$ cat src/rtl/fifo_wr_arbiter_if.sv
// Write-port bundle between the producers, the arbiter and the FIFO.
//   req       : per-requester beat-pending flags
//   req_data  : packed per-requester data, slice i = req_data[i*DATA_WIDTH +: DATA_WIDTH]
//   gnt       : one-hot grant; a beat moves when gnt[i]=1 at the rising edge
//   full      : FIFO full flag
//   wr_cs     : FIFO write chip select
//   wr_en     : FIFO write enable
//   data_in   : FIFO write data
//   owner     : index of the current burst owner (meaningful while busy=1)
//   busy      : arbiter is holding a burst
// The master modport is the arbiter side; slave is the producers/FIFO side.
interface fifo_wr_arbiter_if #(
    parameter int NUM_REQ    = 4,
    parameter int DATA_WIDTH = 8
);
    localparam int OWNER_W = (NUM_REQ > 1) ? $clog2(NUM_REQ) : 1;

    logic [NUM_REQ-1:0]            req;
    logic [NUM_REQ*DATA_WIDTH-1:0] req_data;
    logic [NUM_REQ-1:0]            gnt;
    logic                          full;
    logic                          wr_cs;
    logic                          wr_en;
    logic [DATA_WIDTH-1:0]         data_in;
    logic [OWNER_W-1:0]            owner;
    logic                          busy;

    modport master (
        input  req, req_data, full,
        output gnt, wr_cs, wr_en, data_in, owner, busy
    );

    modport slave (
        output req, req_data, full,
        input  gnt, wr_cs, wr_en, data_in, owner, busy
    );
endinterface

$ cat src/rtl/fifo_wr_arbiter.sv
// Round-robin write arbiter sharing one FIFO write port among NUM_REQ
// requesters. A winner may keep the port for up to MAX_BURST consecutive
// beats before handing it on; the hand-over happens in the same cycle, so a
// continuously requesting population never sees a bubble.
// Ports:
//   clk  : clock, all state on the rising edge
//   rst  : synchronous reset, active low
//   bus  : fifo_wr_arbiter_if.master (req/req_data/full in, gnt/wr_cs/wr_en/
//          data_in/owner/busy out)
//
// state | meaning
// ------+--------------------------------------------------------------
// IDLE  | no burst owner; grant the round-robin pick when not full
// OWN   | owner holds the port; extend burst or re-arbitrate on release
module fifo_wr_arbiter #(
    parameter int NUM_REQ    = 4,
    parameter int DATA_WIDTH = 8,
    parameter int MAX_BURST  = 4
) (
    input  logic               clk,
    input  logic               rst,
    fifo_wr_arbiter_if.master  bus
);
    localparam int             OWNER_W = (NUM_REQ > 1) ? $clog2(NUM_REQ) : 1;
    localparam logic [3:0]     MAX_CNT = 4'(MAX_BURST);

    typedef enum logic {
        IDLE = 1'b0,
        OWN  = 1'b1
    } state_t;

    state_t               state_q, state_d;
    logic [OWNER_W-1:0]   owner_q, owner_d;
    logic [OWNER_W-1:0]   last_q, last_d;
    logic [3:0]           burst_cnt_q, burst_cnt_d;
    logic                 wr_cs_q;

    logic                 pick_valid;
    logic [OWNER_W-1:0]   pick_idx;
    logic [OWNER_W-1:0]   scan_idx;
    logic                 release_burst;
    logic [NUM_REQ-1:0]   gnt_int;
    logic [DATA_WIDTH-1:0] data_mux;

    // Round-robin pick starting at last+1. The loop walks the scan order
    // backwards so the earliest requester in scan order is written last and
    // wins. In OWN, last always equals owner, so the owner naturally lands at
    // the end of the scan and is only chosen when nobody else requests.
    always_comb begin
        pick_valid = 1'b0;
        pick_idx   = '0;
        scan_idx   = '0;
        for (int k = NUM_REQ; k >= 1; k--) begin
            scan_idx = OWNER_W'((int'(last_q) + k) % NUM_REQ);
            if (bus.req[scan_idx]) begin
                pick_valid = 1'b1;
                pick_idx   = scan_idx;
            end
        end
    end

    always_comb begin
        state_d       = state_q;
        owner_d       = owner_q;
        last_d        = last_q;
        burst_cnt_d   = burst_cnt_q;
        gnt_int       = '0;
        release_burst = 1'b0;
        case (state_q)
            IDLE: begin
                if (!bus.full && pick_valid) begin
                    gnt_int[pick_idx] = 1'b1;
                    last_d            = pick_idx;
                    if (MAX_BURST > 1) begin
                        state_d     = OWN;
                        owner_d     = pick_idx;
                        burst_cnt_d = 4'd1;
                    end
                end
            end
            OWN: begin
                release_burst = !bus.req[owner_q] || (burst_cnt_q == MAX_CNT);
                if (!release_burst) begin
                    // full stalls the burst with owner and count held
                    if (!bus.full) begin
                        gnt_int[owner_q] = 1'b1;
                        burst_cnt_d      = burst_cnt_q + 4'd1;
                    end
                end else if (!bus.full && pick_valid) begin
                    gnt_int[pick_idx] = 1'b1;
                    owner_d           = pick_idx;
                    last_d            = pick_idx;
                    burst_cnt_d       = 4'd1;
                end else begin
                    // a release is never deferred, even while full
                    state_d = IDLE;
                end
            end
            default: state_d = IDLE;
        endcase
    end

    always_comb begin
        data_mux = '0;
        for (int i = 0; i < NUM_REQ; i++) begin
            if (gnt_int[i]) begin
                data_mux = data_mux | bus.req_data[i*DATA_WIDTH +: DATA_WIDTH];
            end
        end
    end

    always_ff @(posedge clk) begin
        if (!rst) begin
            state_q     <= IDLE;
            owner_q     <= '0;
            last_q      <= OWNER_W'(NUM_REQ - 1);
            burst_cnt_q <= '0;
            wr_cs_q     <= 1'b0;
        end else begin
            state_q     <= state_d;
            owner_q     <= owner_d;
            last_q      <= last_d;
            burst_cnt_q <= burst_cnt_d;
            wr_cs_q     <= 1'b1;
        end
    end

    // Outputs are masked combinationally while reset is held so nothing is
    // granted before the registered state has been cleared.
    assign bus.gnt     = rst ? gnt_int : '0;
    assign bus.wr_en   = rst & (|gnt_int) & wr_cs_q;
    assign bus.data_in = rst ? data_mux : '0;
    assign bus.busy    = rst & (state_q == OWN);
    assign bus.owner   = owner_q;
    assign bus.wr_cs   = wr_cs_q;
endmodule

$ cat src/flat_wrapper.sv
// flat-port wrapper written by rule: the top's interface ports become plain ports
module fifo_wr_arbiter_flat 
#(
    parameter int NUM_REQ    = 4,
    parameter int DATA_WIDTH = 8,
    parameter int MAX_BURST  = 4
)
  (clk, rst, bus_req, bus_req_data, bus_full, bus_gnt, bus_wr_cs, bus_wr_en, bus_data_in, bus_owner, bus_busy);
  fifo_wr_arbiter_if #(.NUM_REQ(NUM_REQ), .DATA_WIDTH(DATA_WIDTH)) bus_i ();
  input  logic clk;
  input  logic rst;
  input wire logic [$bits(bus_i.req)-1:0] bus_req;
  input wire logic [$bits(bus_i.req_data)-1:0] bus_req_data;
  input wire logic [$bits(bus_i.full)-1:0] bus_full;
  output wire logic [$bits(bus_i.gnt)-1:0] bus_gnt;
  output wire logic [$bits(bus_i.wr_cs)-1:0] bus_wr_cs;
  output wire logic [$bits(bus_i.wr_en)-1:0] bus_wr_en;
  output wire logic [$bits(bus_i.data_in)-1:0] bus_data_in;
  output wire logic [$bits(bus_i.owner)-1:0] bus_owner;
  output wire logic [$bits(bus_i.busy)-1:0] bus_busy;
  assign bus_i.req = bus_req;
  assign bus_i.req_data = bus_req_data;
  assign bus_i.full = bus_full;
  assign bus_gnt = bus_i.gnt;
  assign bus_wr_cs = bus_i.wr_cs;
  assign bus_wr_en = bus_i.wr_en;
  assign bus_data_in = bus_i.data_in;
  assign bus_owner = bus_i.owner;
  assign bus_busy = bus_i.busy;
  fifo_wr_arbiter #(.NUM_REQ(NUM_REQ), .DATA_WIDTH(DATA_WIDTH), .MAX_BURST(MAX_BURST)) u_core (.clk(clk), .rst(rst), .bus(bus_i));
endmodule
$ cat config.mk
export PLATFORM = sky130hd
export DESIGN_NAME = fifo_wr_arbiter_flat
export DESIGN_NICKNAME = d
export VERILOG_FILES = /design/src/rtl/fifo_wr_arbiter_if.sv /design/src/rtl/fifo_wr_arbiter.sv /design/src/flat_wrapper.sv
export SDC_FILE = /design/constraint.sdc
export NUM_CORES = 1
export LEC_CHECK = 0
export ABC_AREA = 0
export CAP_MARGIN = 30
export CORE_ASPECT_RATIO = 0.6
export CORE_UTILIZATION = 35
export CTS_CLUSTER_SIZE = 12
export DETAILED_ROUTE_END_ITERATION = 10
export GPL_TIMING_DRIVEN = 0
export PLACE_DENSITY = 0.69
export SLEW_MARGIN = 20
export SYNTH_ARGS = -nofsm -noshare
export SYNTH_HDL_FRONTEND = slang
export SYNTH_SLANG_ARGS = --single-unit
$ cat constraint.sdc
create_clock -name clk -period 2.7 [get_ports clk]
set_input_delay 0.54 -clock clk [delete_from_list [all_inputs] [get_ports clk]]
set_output_delay 0.54 -clock clk [all_outputs]
set_load 0.05 [all_outputs]
# Word-level counts from Yosys, hierarchy flattened
# Index checks and enable logic that the tools add are counted.
# Widths: inputs -> output; s select.
[classes]
add_sub_neg = 5
n_lt_le_gt_ge = 8
eq_ne = 3
mux = 46
bitwise_logic = 7
reduce_logical = 7
[op_table]
columns = ["cell", "count"]
rows = [
  ["$mux 8", 5],
  ["$mux 4", 7],
  ["$or 8x8->8", 3],
  ["$lt 2x3->1 const B", 6],
  ["$mux 2", 8],
  ["$pmux 4 s2", 2],
  ["$mux 1", 14],
  ["$bmux 1 s2", 5],
  ["$pmux 2 s2", 2],
  ["$add 2x1->2 const B", 2],
  ["$add 2x2->2 const B", 2],
  ["$add 4x1->4 const B", 1],
  ["$demux 1 s2", 2],
  ["$eq 4x3->1 const B", 1],
  ["$ge 2x1->1 const B", 2],
  ["$reduce_or 4->1", 1],
  ["$and 1x1->1", 3],
  ["$logic_and 1x1->1", 3],
  ["$ne 3x3->1 const B", 1],
  ["$logic_not 1->1", 2],
  ["$ne 2x2->1 const B", 1],
  ["$pmux 1 s2", 1],
  ["$logic_or 1x1->1", 1],
  ["$not 1->1", 1],
]
[totals]
register_bits = 10
input_bits = 39
output_inout_bits = 17
elab_cells = 81

# Longest topological paths before layout
[logic_depth]
depth_word = 22
mapped_depth = 9
ltp_nobuf = 8

# Least setup slack after synthesis
# OpenSTA, ideal clock, no wires.
[synth_path]
path_type = "register to output"
start = "register u_core.owner_q[0], in the netlist u_core.bus.owner[0]"
end = "output bus_data_in[0]"
arrival_ns = 2.883
required_ns = 2.160
setup_slack_ns = -0.723
stages_incl_launch_ff = 7
path_cell_list = "dfxtp_1 > mux4_2 > nand3_2 > nand4_1 > or2_1 > clkbuf_1 > o211ai_1"
[synth_via]
elab_chain_cells = 15
word_cells_on_any_way = 20
classes_between = "order compare (2); mux (12); bitwise (3); reduce/logical (3)"
[synth_lines]
columns = ["item", "line", "source"]
rows = [
  ["start: declaration", "fifo_wr_arbiter.sv:33", "logic [OWNER_W-1:0] owner_q, owner_d;"],
  ["start signal: assignment", "fifo_wr_arbiter.sv:121", "owner_q <= owner_d;"],
  ["$lt 2x3->1 (not written as such) / $ge 2x1->1 (equally long branches)", "fifo_wr_arbiter.sv:86", "gnt_int[owner_q] = 1'b1;"],
  ["$logic_and 1x1->1 (not written as such)", "fifo_wr_arbiter.sv:86", ""],
  ["$mux 1 (not written as such)", "fifo_wr_arbiter.sv:86", ""],
  ["$demux 1 s2", "n/a", ""],
  ["$mux 4", "fifo_wr_arbiter.sv:85", "if (!bus.full) begin"],
  ["$mux 4 *", "fifo_wr_arbiter.sv:83", "if (!release_burst) begin"],
  ["$pmux 4 s2 *", "fifo_wr_arbiter.sv:69", "case (state_q)"],
  ["$mux 8", "fifo_wr_arbiter.sv:106", "if (gnt_int[i]) begin"],
  ["$or 8x8->8", "fifo_wr_arbiter.sv:107", "data_mux = data_mux | bus.req_data[i*DATA_WIDTH +: DATA_WIDTH];"],
  ["$mux 8", "fifo_wr_arbiter.sv:106", ""],
  ["$or 8x8->8", "fifo_wr_arbiter.sv:107", ""],
  ["$mux 8", "fifo_wr_arbiter.sv:106", ""],
  ["$or 8x8->8", "fifo_wr_arbiter.sv:107", ""],
  ["$mux 8 *", "fifo_wr_arbiter.sv:106", ""],
  ["$mux 8 *", "fifo_wr_arbiter.sv:132", "assign bus.data_in = rst ? data_mux : '0;"],
  ["end: declaration", "flat_wrapper.sv:18", "output wire logic [$bits(bus_i.data_in)-1:0] bus_data_in;"],
]
# Every way passes the cells marked *; elsewhere a longest branch is shown, timed or not. The select of a mux whose other input is x is not followed.

# Worst setup path after layout
[layout_path]
start = "input bus_req[0]"
end = "output bus_data_in[6]"
[layout_via]
elab_chain_cells = 21
word_cells_on_any_way = 37
classes_between = "order compare (2); mux (28); bitwise (3); reduce/logical (4)"
[layout_lines]
columns = ["item", "line", "source"]
rows = [
  ["start: declaration", "flat_wrapper.sv:12", "input wire logic [$bits(bus_i.req)-1:0] bus_req;"],
  ["$bmux 1 s2", "fifo_wr_arbiter.sv:55", "if (bus.req[scan_idx]) begin"],
  ["$mux 1 (not written as such)", "fifo_wr_arbiter.sv:55", ""],
  ["$mux 2 (4 in series)", "fifo_wr_arbiter.sv:55", ""],
  ["$lt 2x3->1 (not written as such) / $ge 2x1->1 (equally long branches)", "fifo_wr_arbiter.sv:72, fifo_wr_arbiter.sv:90", ""],
  ["$logic_and 1x1->1 (not written as such)", "fifo_wr_arbiter.sv:72, fifo_wr_arbiter.sv:90", ""],
  ["$mux 1 (not written as such)", "fifo_wr_arbiter.sv:72, fifo_wr_arbiter.sv:90", ""],
  ["$demux 1 s2", "n/a", ""],
  ["$mux 4", "fifo_wr_arbiter.sv:71, fifo_wr_arbiter.sv:89", ""],
  ["(+2 left out)", "n/a", ""],
  ["$mux 8", "fifo_wr_arbiter.sv:106", ""],
  ["$or 8x8->8", "fifo_wr_arbiter.sv:107", ""],
  ["$mux 8", "fifo_wr_arbiter.sv:106", ""],
  ["$or 8x8->8", "fifo_wr_arbiter.sv:107", ""],
  ["$mux 8", "fifo_wr_arbiter.sv:106", ""],
  ["$or 8x8->8", "fifo_wr_arbiter.sv:107", ""],
  ["$mux 8 *", "fifo_wr_arbiter.sv:106", ""],
  ["$mux 8 *", "fifo_wr_arbiter.sv:132", ""],
]
# Marks and branches as above.

==> impl.org <==
** Clocking
- Sink count of the clock tree :: 10
- At the later pin of the worst-skew pair, clock insertion delay measures 0.24 ns.
- Number of clock buffers inserted by TritonCTS :: 3
- Maximum count of clock buffers along a single path :: 2
- Clk pin slew, worst setup/hold paths :: 0.05 ns
- The root buffer cell chosen for the clock tree is sky130_fd_sc_hd__clkbuf_8.
- Number of H-tree levels :: 1
- TritonCTS clock tree :: yes

** Critical path
- Data on the critical path arrives at its endpoint at 2.39 ns.
- For flop-to-flop paths, the worst setup slack is 0.95 ns.
- STA classifies the critical path startpoint as an input pin.
- The critical path in this run is classified as input pin to primary output.
- The worst register-to-register path ends at u_core.burst_cnt_q[3].
- Along the worst path, the maximum fanout reaches 5.
- In this run the critical register-to-register path is launched from u_core.burst_cnt_q[0].
- For the worst setup path, the data required time is 2.16 ns.
- STA classifies the critical path endpoint as a primary output.
- The worst register-to-register path has a depth of 7.

** Finish
- Count of antenna diodes in the layout :: 0
- Commonest cells after routing, fill and taps aside :: 35 x sky130_fd_sc_hd__clkdlybuf4s50_1, 31 x sky130_fd_sc_hd__nand2_1, 22 x sky130_fd_sc_hd__buf_4
- Relative to the synthesized area, the layout overhead comes to 82.38%.
- Most frequent standard cell in the layout excluding fill and tap cells :: sky130_fd_sc_hd__clkdlybuf4s50_1
- Final Core Density :: 69.43%
- Layout cell share with drive strength beyond 1 :: 31.42%
- Net count of the finished layout :: 268
- Filler Cells Inserted :: 219

** Timing
- Final max-slew violation count :: 0
- Achievable clock frequency :: 341.0 MHz
- Min setup slack post-route :: -0.2323 ns
- Minimum clock period :: 2.932 ns
- Worst Clk Skew :: 0.004148 ns
- Max-slew headroom at the worst pin :: 67.00%
- Dividing the final minimum period by the clock period gives 108.6%.
- Slew @ Worst Pin :: 0.4934 ns
- The final-report hold violation count is 0.
- Hold is met by 0.4790 ns.
- Unrepaired setup endpoints after global routing :: yes
- Number of setup violations in the final report :: 11

** Power and ir drop
- Overall power consumption after layout is estimated at 0.7332 mW.
- Dividing total power by cell area gives a power density of 353.9 nW/µm².
- The analysis attributes to cell leakage a power of 0.8620 nW.
- VDD IR max :: 0.3365 mV

** Yosys
- Synthesized net count :: 192
- Post-synthesis instance total :: 151
- Post-synthesis sequential area ratio :: 17.62%
- The mapped netlist covers 1136 µm².
- In the synthesized netlist the dominant register cell turns out to be sky130_fd_sc_hd__dfxtp_1.
- Per-instance average area after synthesis :: 7.524 µm²
- Of all flip-flops after synthesis, the portion carrying an async set or reset was 0%.
- Number of distinct library cell variants in the gate-level netlist after synthesis :: 42
- Yosys mapped a number of flops with a built-in enable equal to 0.
- Synth warn :: 0
- Number of synthesized register bits :: 10

** Drt
- For this block, the routed nets add up to 4815 µm of wire.
- DR iter-0 viols :: 140
- The pre-antenna-repair detailed-routing pass consisted of 5 iterations.
- After detailed routing, the number of remaining DRC violations is 0.
- Number of nets still failing antenna checks after routing :: 0
- Avg WL per Cell :: 17.97 µm
- Drt via density :: 5.866
- Total number of vias :: 1572

** Die
- Site row count :: 15
- The die covers 3485 µm².
- Chip Height :: 46.13 µm
- Area of the core region :: 2984 µm²
- Io pins :: 56
- The floorplan step set the die width to 75.55 µm.
- Starting density of the core :: 38.07%

** Run status
- The final reports fail on setup timing.
- The run finished, with violations left.

** Global routing
- The total overflow left after global routing is 0.
- Vias in the first global route :: 1446
- Largest net degree at the start of global routing :: 12
- Across every metal layer, demand over resource in global routing totals 28.00%.
- The first global-routing pass estimated 7010 µm of wire.
- Initial antenna violation count :: 0

** Min path
- Hold Startpoint :: u_core.burst_cnt_q[0]
- Type of the worst min-delay path :: flip-flop to flip-flop
- Counting instances, the worst hold path has a depth of 1.
- The worst hold path terminates at u_core.burst_cnt_q[0].

** Placement
- Total half-perimeter wirelength after legalization and detailed placement :: 3290 µm
- Buffers on Ports :: 55
- Routability-driven placement finished with a final weighted congestion of 0.8747.

** Run
- Max-cap violations in this run came to 0.
where the power goes:
group          internal [mW]  leakage [nW]  switching [mW]
clock                  0.129        0.0288          0.0649
combinational          0.162         0.749           0.207
sequential             0.158        0.0842          0.0127
total                  0.449         0.862           0.285
how the worst max path moves through the flow:
| stage | start | end | slack [ns] | cells past startpoint |
|---|---|---|---|---|
| final | bus_req[0] | bus_data_in[6] | -0.23 | 10 |
| after global routing | u_core.bus.owner[0] | bus_data_in[1] | -0.27 | 7 |
| after CTS | bus_req[3] | bus_data_in[6] | -0.23 | 10 |
| after floorplan | bus_req[3] | bus_data_in[0] | -0.33 | 6 |
| after detailed placement | rst | bus_data_in[6] | -1.50 | 8 |
| after global placement | rst | bus_data_in[6] | -1.45 | 8 |
logic make-up after synthesis:
kind of cell               synth area share [%]
AOI/OAI and AO/OA                         39.32
xor gates and xnor gates                 0.7711
adders and majority gates                 2.202
buffers and inverters                     6.278
DFF                                       17.62
muxes                                     2.863
and+or+nand+nor                           30.95
registers in the layout (all words and copies together), names as in the netlist:
name,flops
u_core.last_q,2
u_core.bus.wr_cs,1
u_core.bus.owner,2
u_core.state_q,1
u_core.burst_cnt_q,4
per-layer routing:
| metal | wire (µm) | vias up | GRT usage (%) |
|---|---|---|---|
| met5 | 0 | - | 0 |
| met4 | 60 | 0 | 5.556 |
| met3 | 399 | 12 | 9.409 |
| met2 | 2270 | 76 | 43.75 |
| met1 | 2086 | 745 | 37.84 |
| li1 | - | 739 | - |
synthesized netlist by cell type, drive strengths merged, types with 3 or more instances:
cell type	count	area, µm²
a311oi	8	76.32
nor2	7	26.28
clkbuf	8	30.03
dfxtp	10	200.2
inv	8	30.03
o2bb2ai	7	61.31
a32oi	8	70.07
nand2	33	128.9
nand3b	3	38.79
and3	3	18.77
o211ai	8	60.06
a21oi	9	45.04
o22ai	8	50.05
layout make-up:
| class | instances | area (µm²) | area share (%) |
|---|---|---|---|
| Timing Repair Buffer | 74 | 732.0 | 35.33 |
| Tap cell | 42 | 52.55 | 2.536 |
| Sequential cell | 10 | 207.7 | 10.02 |
| Multi-Input combinational cell | 124 | 955.9 | 46.14 |
| Clock buffer | 4 | 55.05 | 2.657 |
| Buffer | 6 | 38.79 | 1.872 |
| Inverter | 8 | 30.03 | 1.449 |
stage by stage:
step	std cells	setup WS (ns)	area, µm²	setup TNS (ns)
after CTS	268	-0.2257	2057	-1.546
after global routing	268	-0.2655	2072	-2.435
after global placement	248	-1.449	1788	-18.57
after detailed placement	248	-1.504	1788	-18.89
after floorplan	151	-0.3298	1185	-2.656
final	268	-0.2323	2072	-1.530
worst max-delay path, stage by stage:
cell                       delay (ns)
sky130_fd_sc_hd__buf_6           0.10
sky130_fd_sc_hd__mux4_2          0.50
sky130_fd_sc_hd__nand3_4         0.11
sky130_fd_sc_hd__buf_6           0.12
sky130_fd_sc_hd__nor4_4          0.04
sky130_fd_sc_hd__buf_4           0.17
sky130_fd_sc_hd__a2bb2o_4        0.21
sky130_fd_sc_hd__a311oi_2        0.22
sky130_fd_sc_hd__o211ai_1        0.16
sky130_fd_sc_hd__buf_4           0.22
timing repair:
item / in CTS / in global routing
buffers inserted: 17 / 1
gates resized for setup: 122 / 8
gates cloned: 1 / 0
pin swaps: 13 / 8
setup endpoints to repair: 14 / 14
hold buffers: 0 / 0
No activity file was read; power rests on OpenSTA's default activity.
